## config.mk

```make
export PLATFORM = sky130hd
export DESIGN_NAME = vram_access_ctrl
export DESIGN_NICKNAME = d
export VERILOG_FILES = /design/src/rtl/vram_pkg.sv /design/src/rtl/vram_phase_timer.sv /design/src/rtl/vram_access_ctrl.sv
export SDC_FILE = /design/constraint.sdc
export NUM_CORES = 1
export LEC_CHECK = 0
export CORE_MARGIN = 1
export CORE_UTILIZATION = 45
export CTS_CLUSTER_DIAMETER = 80
export DETAILED_ROUTE_END_ITERATION = 16
export GPL_TIMING_DRIVEN = 0
export HOLD_SLACK_MARGIN = 0.05
export PLACE_DENSITY = 0.86
export SYNTH_ARGS = -nofsm -noshare
export SYNTH_HDL_FRONTEND = slang
export SYNTH_SLANG_ARGS = --single-unit
```

## constraint.sdc

```tcl
create_clock -name clock -period 4 [get_ports clock]
set_input_delay 1 -clock clock [delete_from_list [all_inputs] [get_ports clock]]
set_output_delay 1 -clock clock [all_outputs]
set_load 0.02 [all_outputs]
```

## src/rtl/vram_pkg.sv

```systemverilog
// Shared types and constants for the VRAM access controller: FSM and bus-mode
// encodings, idle pin levels, address field layout and phase-parameter limits.
package vram_pkg;

    typedef enum logic [2:0] {
        ST_IDLE,
        ST_TURN,
        ST_SETUP,
        ST_STROBE,
        ST_HOLD
    } state_t;

    typedef enum logic {
        BUS_IN  = 1'b0,
        BUS_OUT = 1'b1
    } bus_mode_t;

    localparam logic STROBE_IDLE   = 1'b1;
    localparam logic TRISTATE_IDLE = 1'b1;
    localparam logic DIR_IDLE      = 1'b0;

    localparam int ADDR_W   = 15;
    localparam int VA14_BIT = 14;
    localparam int CHIP_AW  = 14;
    localparam int PHASE_W  = 4;

    function automatic bit phase_ok(input int n);
        return (n >= 1) && (n <= 15);
    endfunction

endpackage

```

## src/rtl/vram_phase_timer.sv

```systemverilog
// Loadable 4-bit down-counter shared by every access phase; done while zero.
// Latency: load value N-1 gives a phase exactly N cycles long. No backpressure.
module vram_phase_timer
    import vram_pkg::*;
(
    input  logic               clock,
    input  logic               reset,
    input  logic               load,
    input  logic [PHASE_W-1:0] load_val,
    output logic               done
);

    logic [PHASE_W-1:0] cnt;

    always_ff @(posedge clock or negedge reset) begin
        if (!reset) begin
            cnt <= '0;
        end else if (load) begin
            cnt <= load_val;
        end else if (cnt != '0) begin
            cnt <= cnt - 1'b1;
        end
    end

    assign done = (cnt == '0);

endmodule

```

## src/rtl/vram_access_ctrl.sv

```systemverilog
// Single-word VRAM read/write sequencer: TURN -> SETUP -> STROBE -> HOLD per request.
// Latency: accept to rsp_valid = [TURN] + SETUP + STROBE + 1; ready again after HOLD.
// Backpressure: req_ready only in IDLE; one request in flight, responses never stall.
module vram_access_ctrl
    import vram_pkg::*;
#(
    parameter int SETUP_CYCLES  = 1,
    parameter int STROBE_CYCLES = 2,
    parameter int HOLD_CYCLES   = 1,
    parameter int TURN_CYCLES   = 2
) (
    input  logic                clock,
    input  logic                reset,
    input  logic                req_valid,
    output logic                req_ready,
    input  logic                req_write,
    input  logic [ADDR_W-1:0]   req_addr,
    input  logic [15:0]         req_wdata,
    input  logic [1:0]          req_be,
    output logic                rsp_valid,
    output logic [15:0]         rsp_rdata,
    output logic                busy,
    output logic                vrd_n,
    output logic                vawr_n,
    output logic                vbwr_n,
    output logic                va14,
    output logic [CHIP_AW-1:0]  vaa,
    output logic [CHIP_AW-1:0]  vab,
    output logic [7:0]          vda_o,
    output logic [7:0]          vdb_o,
    input  logic [7:0]          vda_i,
    input  logic [7:0]          vdb_i,
    output logic                vd_tristate,
    output logic                lvl_vd_dir
);

    if (!phase_ok(SETUP_CYCLES) || !phase_ok(STROBE_CYCLES) ||
        !phase_ok(HOLD_CYCLES)  || !phase_ok(TURN_CYCLES)) begin : g_bad_phase
        $error("vram_access_ctrl: phase cycle parameters must lie in 1..15");
    end

    localparam logic [PHASE_W-1:0] SETUP_LD  = PHASE_W'(SETUP_CYCLES - 1);
    localparam logic [PHASE_W-1:0] STROBE_LD = PHASE_W'(STROBE_CYCLES - 1);
    localparam logic [PHASE_W-1:0] HOLD_LD   = PHASE_W'(HOLD_CYCLES - 1);
    localparam logic [PHASE_W-1:0] TURN_LD   = PHASE_W'(TURN_CYCLES - 1);

    state_t             state, state_d;
    bus_mode_t          mode, mode_d;
    logic               ready_q;
    logic               accept;
    logic               leave_strobe;
    logic               tmr_load;
    logic [PHASE_W-1:0] tmr_val;
    logic               tmr_done;
    logic               strobe_d;

    logic [ADDR_W-1:0]  addr_q;
    logic [15:0]        wdata_q;
    logic [1:0]         be_q;
    logic               write_q;

    vram_phase_timer u_timer (
        .clock    (clock),
        .reset    (reset),
        .load     (tmr_load),
        .load_val (tmr_val),
        .done     (tmr_done)
    );

    always_comb begin
        state_d      = state;
        mode_d       = mode;
        tmr_load     = 1'b0;
        tmr_val      = '0;
        accept       = 1'b0;
        leave_strobe = 1'b0;
        case (state)
            ST_IDLE: begin
                if (req_valid && ready_q) begin
                    accept   = 1'b1;
                    tmr_load = 1'b1;
                    // Writes want the bus driven, reads want it released.
                    if (req_write != (mode == BUS_OUT)) begin
                        state_d = ST_TURN;
                        tmr_val = TURN_LD;
                        if (!req_write) begin
                            mode_d = BUS_IN;
                        end
                    end else begin
                        state_d = ST_SETUP;
                        tmr_val = SETUP_LD;
                    end
                end
            end
            ST_TURN: begin
                if (tmr_done) begin
                    state_d  = ST_SETUP;
                    tmr_load = 1'b1;
                    tmr_val  = SETUP_LD;
                    if (write_q) begin
                        mode_d = BUS_OUT;
                    end
                end
            end
            ST_SETUP: begin
                if (tmr_done) begin
                    state_d  = ST_STROBE;
                    tmr_load = 1'b1;
                    tmr_val  = STROBE_LD;
                end
            end
            ST_STROBE: begin
                if (tmr_done) begin
                    state_d      = ST_HOLD;
                    tmr_load     = 1'b1;
                    tmr_val      = HOLD_LD;
                    leave_strobe = 1'b1;
                end
            end
            ST_HOLD: begin
                if (tmr_done) begin
                    state_d = ST_IDLE;
                end
            end
            default: state_d = ST_IDLE;
        endcase
    end

    // Strobes are registered from the next state so the pins never glitch.
    assign strobe_d = (state_d == ST_STROBE);

    always_ff @(posedge clock or negedge reset) begin
        if (!reset) begin
            state     <= ST_IDLE;
            mode      <= BUS_IN;
            ready_q   <= 1'b0;
            addr_q    <= '0;
            wdata_q   <= '0;
            be_q      <= '0;
            write_q   <= 1'b0;
            vrd_n     <= STROBE_IDLE;
            vawr_n    <= STROBE_IDLE;
            vbwr_n    <= STROBE_IDLE;
            rsp_valid <= 1'b0;
            rsp_rdata <= '0;
        end else begin
            state     <= state_d;
            mode      <= mode_d;
            ready_q   <= (state_d == ST_IDLE);
            vrd_n     <= ~(strobe_d & ~write_q);
            vawr_n    <= ~(strobe_d & write_q & be_q[0]);
            vbwr_n    <= ~(strobe_d & write_q & be_q[1]);
            rsp_valid <= leave_strobe;
            if (accept) begin
                addr_q  <= req_addr;
                wdata_q <= req_wdata;
                be_q    <= req_be;
                write_q <= req_write;
            end
            if (leave_strobe && !write_q) begin
                rsp_rdata <= {vdb_i, vda_i};
            end
        end
    end

    assign req_ready   = ready_q;
    assign busy        = (state != ST_IDLE);
    assign va14        = addr_q[VA14_BIT];
    assign vaa         = addr_q[CHIP_AW-1:0];
    assign vab         = addr_q[CHIP_AW-1:0];
    assign vda_o       = wdata_q[7:0];
    assign vdb_o       = wdata_q[15:8];
    assign vd_tristate = (mode == BUS_IN) ? TRISTATE_IDLE : ~TRISTATE_IDLE;
    assign lvl_vd_dir  = (mode == BUS_IN) ? DIR_IDLE : ~DIR_IDLE;

endmodule

```

==> metrics list <==
* Detailed-route wire length per cell: 16.37 um
* Cts-stage hold buffer count: 0
- Category of the worst setup path capture point: output port
- In this run the cell area of the synthesized design comes to 2708 um2.
- Startpoint of the lowest-slack register-to-register path: u_timer.cnt[0]$_DFFE_PN0P_
* Max FO, Critical Path: 10
- Reported max-cap violation count: 0
* Maximum number of pins on one net before global-route repair: 36
* Total gr overflow: 0
- Cell types occupying the most area after synthesis: dfrtp_1 55%, mux2_2 8.7%, mux2_1 7.9%
- Top-Level Pins: 122
- Die W: 79.57 um
- The pre-antenna-repair detailed-routing pass consisted of 4 iterations.
- The flow ran to the end, and the final reports show no timing, DRC or antenna violations.
* CTS sink count: 63
* Post-synthesis register bit count: 63
- The path class of the tightest hold or removal check is flip-flop to flip-flop.
- The final number of hold-violating endpoints came to 0.
- Setup repair after global routing left no endpoint under its margin.
* Initial cell density of the core: 47.99%
- Buffers placed on the I/O ports in this run total 121.
- Antenna Violating Nets Remaining: 0
* Data arrival at the endpoint of the critical path: 1.75 ns
* All-layer global routing usage: 21.61%
- The count of cells in the finished layout, fillers not included, comes to 392.
- TritonCTS clock tree: built
- The first global-routing pass estimated 10.03 mm of wire.
- DRC violation total after the first TritonRoute iteration: 60
- Ant. Diodes: 0
- Summed negative setup slack over all endpoints: 0 ns
- Reg clk slew, reported paths: 0.06 ns
- Measured along the y axis, the die boundary spans 79.57 um.
* Avg Vias per Cell: 4.936
* Library cell occupying the most area in the post-synthesis netlist: dfrtp_1
- Avg Cell Area, Syn: 14.88 um2
* Power density of the placed cells: 871.5 nW/um2
- The number of antenna violations at the first check in global routing was 0.
- Reg2Reg Capture Point: rsp_rdata[10]$_DFFE_PN0P_
- Insertion delay of the later-clocked pin in the worst-skew pair: 0.33 ns
- For flop-to-flop paths, the worst setup slack is 1.86 ns.
- The tightest hold path in the finished design has a slack of 0.4360 ns.
* Slew at the pin with the worst max-slew slack: 0.6807 ns
* Area share of the largest cell type after synthesis: 55.45%
- The startpoint identified for the worst hold timing path is be_q[1]$_DFFE_PN0P_.
* IR drop worst, VDD: 0.4517 mV
* DR vias: 1935
- Predominant post-synthesis flop cell: dfrtp_1
- Final wirelength: 6.416 mm
- Async S/R FF share, synth: 100.0%
- The congestion estimate from routability-driven global placement came to 0.8058.
- Period minus WS final: 2.748 ns
- Headroom to the max-slew limit: 54.62%
- Final Max Slew Viols: 0
* Total number of nets in the final design: 369
* Ratio of cells with drive above 1 in the final layout: 25.00%
* Maximum buffer depth of the clock tree: 2
- Portion of the post-synthesis area used by sequential elements: 58.36%
- Counting cells, the worst reg-to-reg path comes to 7.
- Remaining DRCs: 0
- The number of gates resized after CTS was 0.
- Area growth from synthesis to final layout: 56.33%
* Vias in the first global route: 1956
- Maximum clock rate: 363.9 MHz
- Instance count after placement with tap cells included: 376
- Ratio of final minimum period to clock period: 68.70%
- The critical path starts at state[2]$_DFF_PN0_.
* Final worst-path setup slack: 1.252 ns
* Distinct cell type count after synthesis: 42
- Count of H-tree levels built during CTS: 3
* Setup violations, final: 0
* Area inside the core boundary: 5642 um2
* Clock tree skew after final layout: 0.004687 ns
- Standby leakage power: 0.001802 uW
- The HPWL after detailed placement is 4.859 mm.
- CTS placed an instance of clkbuf_8 at the clock tree root.
- After clock tree synthesis, the setup repair step added 0 buffers.
- Num CTS Buffers: 9
- Nature of the critical path startpoint: flip-flop
- Number of cells produced by synthesis: 182
- For this run, the number of Yosys warnings is 0.
* Crit Path Class: flip-flop to output port
* Die area: 6331 um2
- Worst endpoint required time: 3.00 ns
- Row count: 27
- Yosys mapped a number of flops with a built-in enable equal to 0.
- Following the worst setup path forward leads to its endpoint at busy.
* Post-synthesis net count: 236
- Setup slack at placement: 1.464 ns
where the power goes:
| group | switching [uW] | internal, uW | total, uW | leakage [uW] |
|---|---|---|---|---|
| Sequential | 205 | 957 | 1160 | 0.000752 |
| Combinational | 895 | 1070 | 1960 | 0.000941 |
| Clock | 229 | 337 | 566 | 0.000109 |
| Total | 1330 | 2360 | 3690 | 0.00180 |
placed cells by master, fill, tap and decap left out, types with 4 or more instances in the layout:
cell type	count
buf_4	16
clkbuf_8	12
clkdlybuf4s50_1	120
dfrtp_1	60
mux2_1	19
mux2_2	21
mux2_4	10
nor3_1	4
kinds of logic after synthesis:
kind of cell,synth area share (%)
fa+ha+maj,0.4620
compound gates,2.773
buf+inv,7.347
mux,22.92
flops,58.36
simple gates,6.840
xor+xnor,1.294
through the flow:
step | instance area, um2 | power (uW) | utilization, %
after detailed placement | 4024 | 3139 | 71.32
after global routing | 4233 | 3873 | 75.03
after CTS | 4233 | 3725 | 75.03
final | 4233 | 3689 | 75.03
after floorplan | 2708 | 2229 | -
after global placement | 4009 | 3068 | 71.06
synthesized netlist by cell type (2+ instances only):
cell     instances
nor3_1           4
dfrtp_1         60
inv_1            3
buf_6            3
mux2_4          10
nand2_1          3
nand4_1          2
mux2_1          19
dfstp_2          3
buf_2            2
buf_4           16
nor2_1           3
xnor2_1          3
mux2i_1          2
o21ai_0          2
mux2_2          21
state kept, by name, summed over array words and instances (netlist names):
name,cells
rsp_rdata,16
wdata_q,16
addr_q,15
u_timer.cnt,4
state,3
be_q,2
mode,1
req_ready,1
rsp_valid,1
vawr_n,1
vbwr_n,1
vrd_n,1
write_q,1
worst min path at each step:
stage,cells past startpoint,to,slack (ns)
after floorplan,1,vawr_n$_DFF_PN1_,0.41
after global placement,1,vbwr_n$_DFF_PN1_,0.42
after detailed placement,1,vbwr_n$_DFF_PN1_,0.44
after CTS,1,vbwr_n$_DFF_PN1_,0.45
after global routing,1,vbwr_n$_DFF_PN1_,0.47
final,1,vbwr_n$_DFF_PN1_,0.44
cell type report:
class | instances | area (um2)
clock buffers | 13 | 168.9
clock inverters | 3 | 40.04
plain buffers | 22 | 183.9
inverters | 4 | 15.01
repair buffers | 122 | 1226
multi-input cells | 93 | 928.4
flip-flops and latches | 63 | 1580
fillers | 345 | 1409
well taps | 72 | 90.09
critical path, stage by stage (launching register included):
cell	delay (ns)
dfrtp_1	0.36
buf_2	0.19
nor3_4	0.24
inv_2	0.09
clkdlybuf4s50_1	0.54
layer usage:
| metal | vias to the layer above | global-route usage [%] | wire length [um] |
|---|---|---|---|
| met5 | - | 0 | 0 |
| met4 | 0 | 11.64 | 164 |
| met3 | 15 | 4.571 | 458 |
| met2 | 89 | 38.21 | 3279 |
| met1 | 940 | 24.12 | 2512 |
| li1 | 891 | - | - |
No activity file was read; power rests on OpenSTA's default activity.
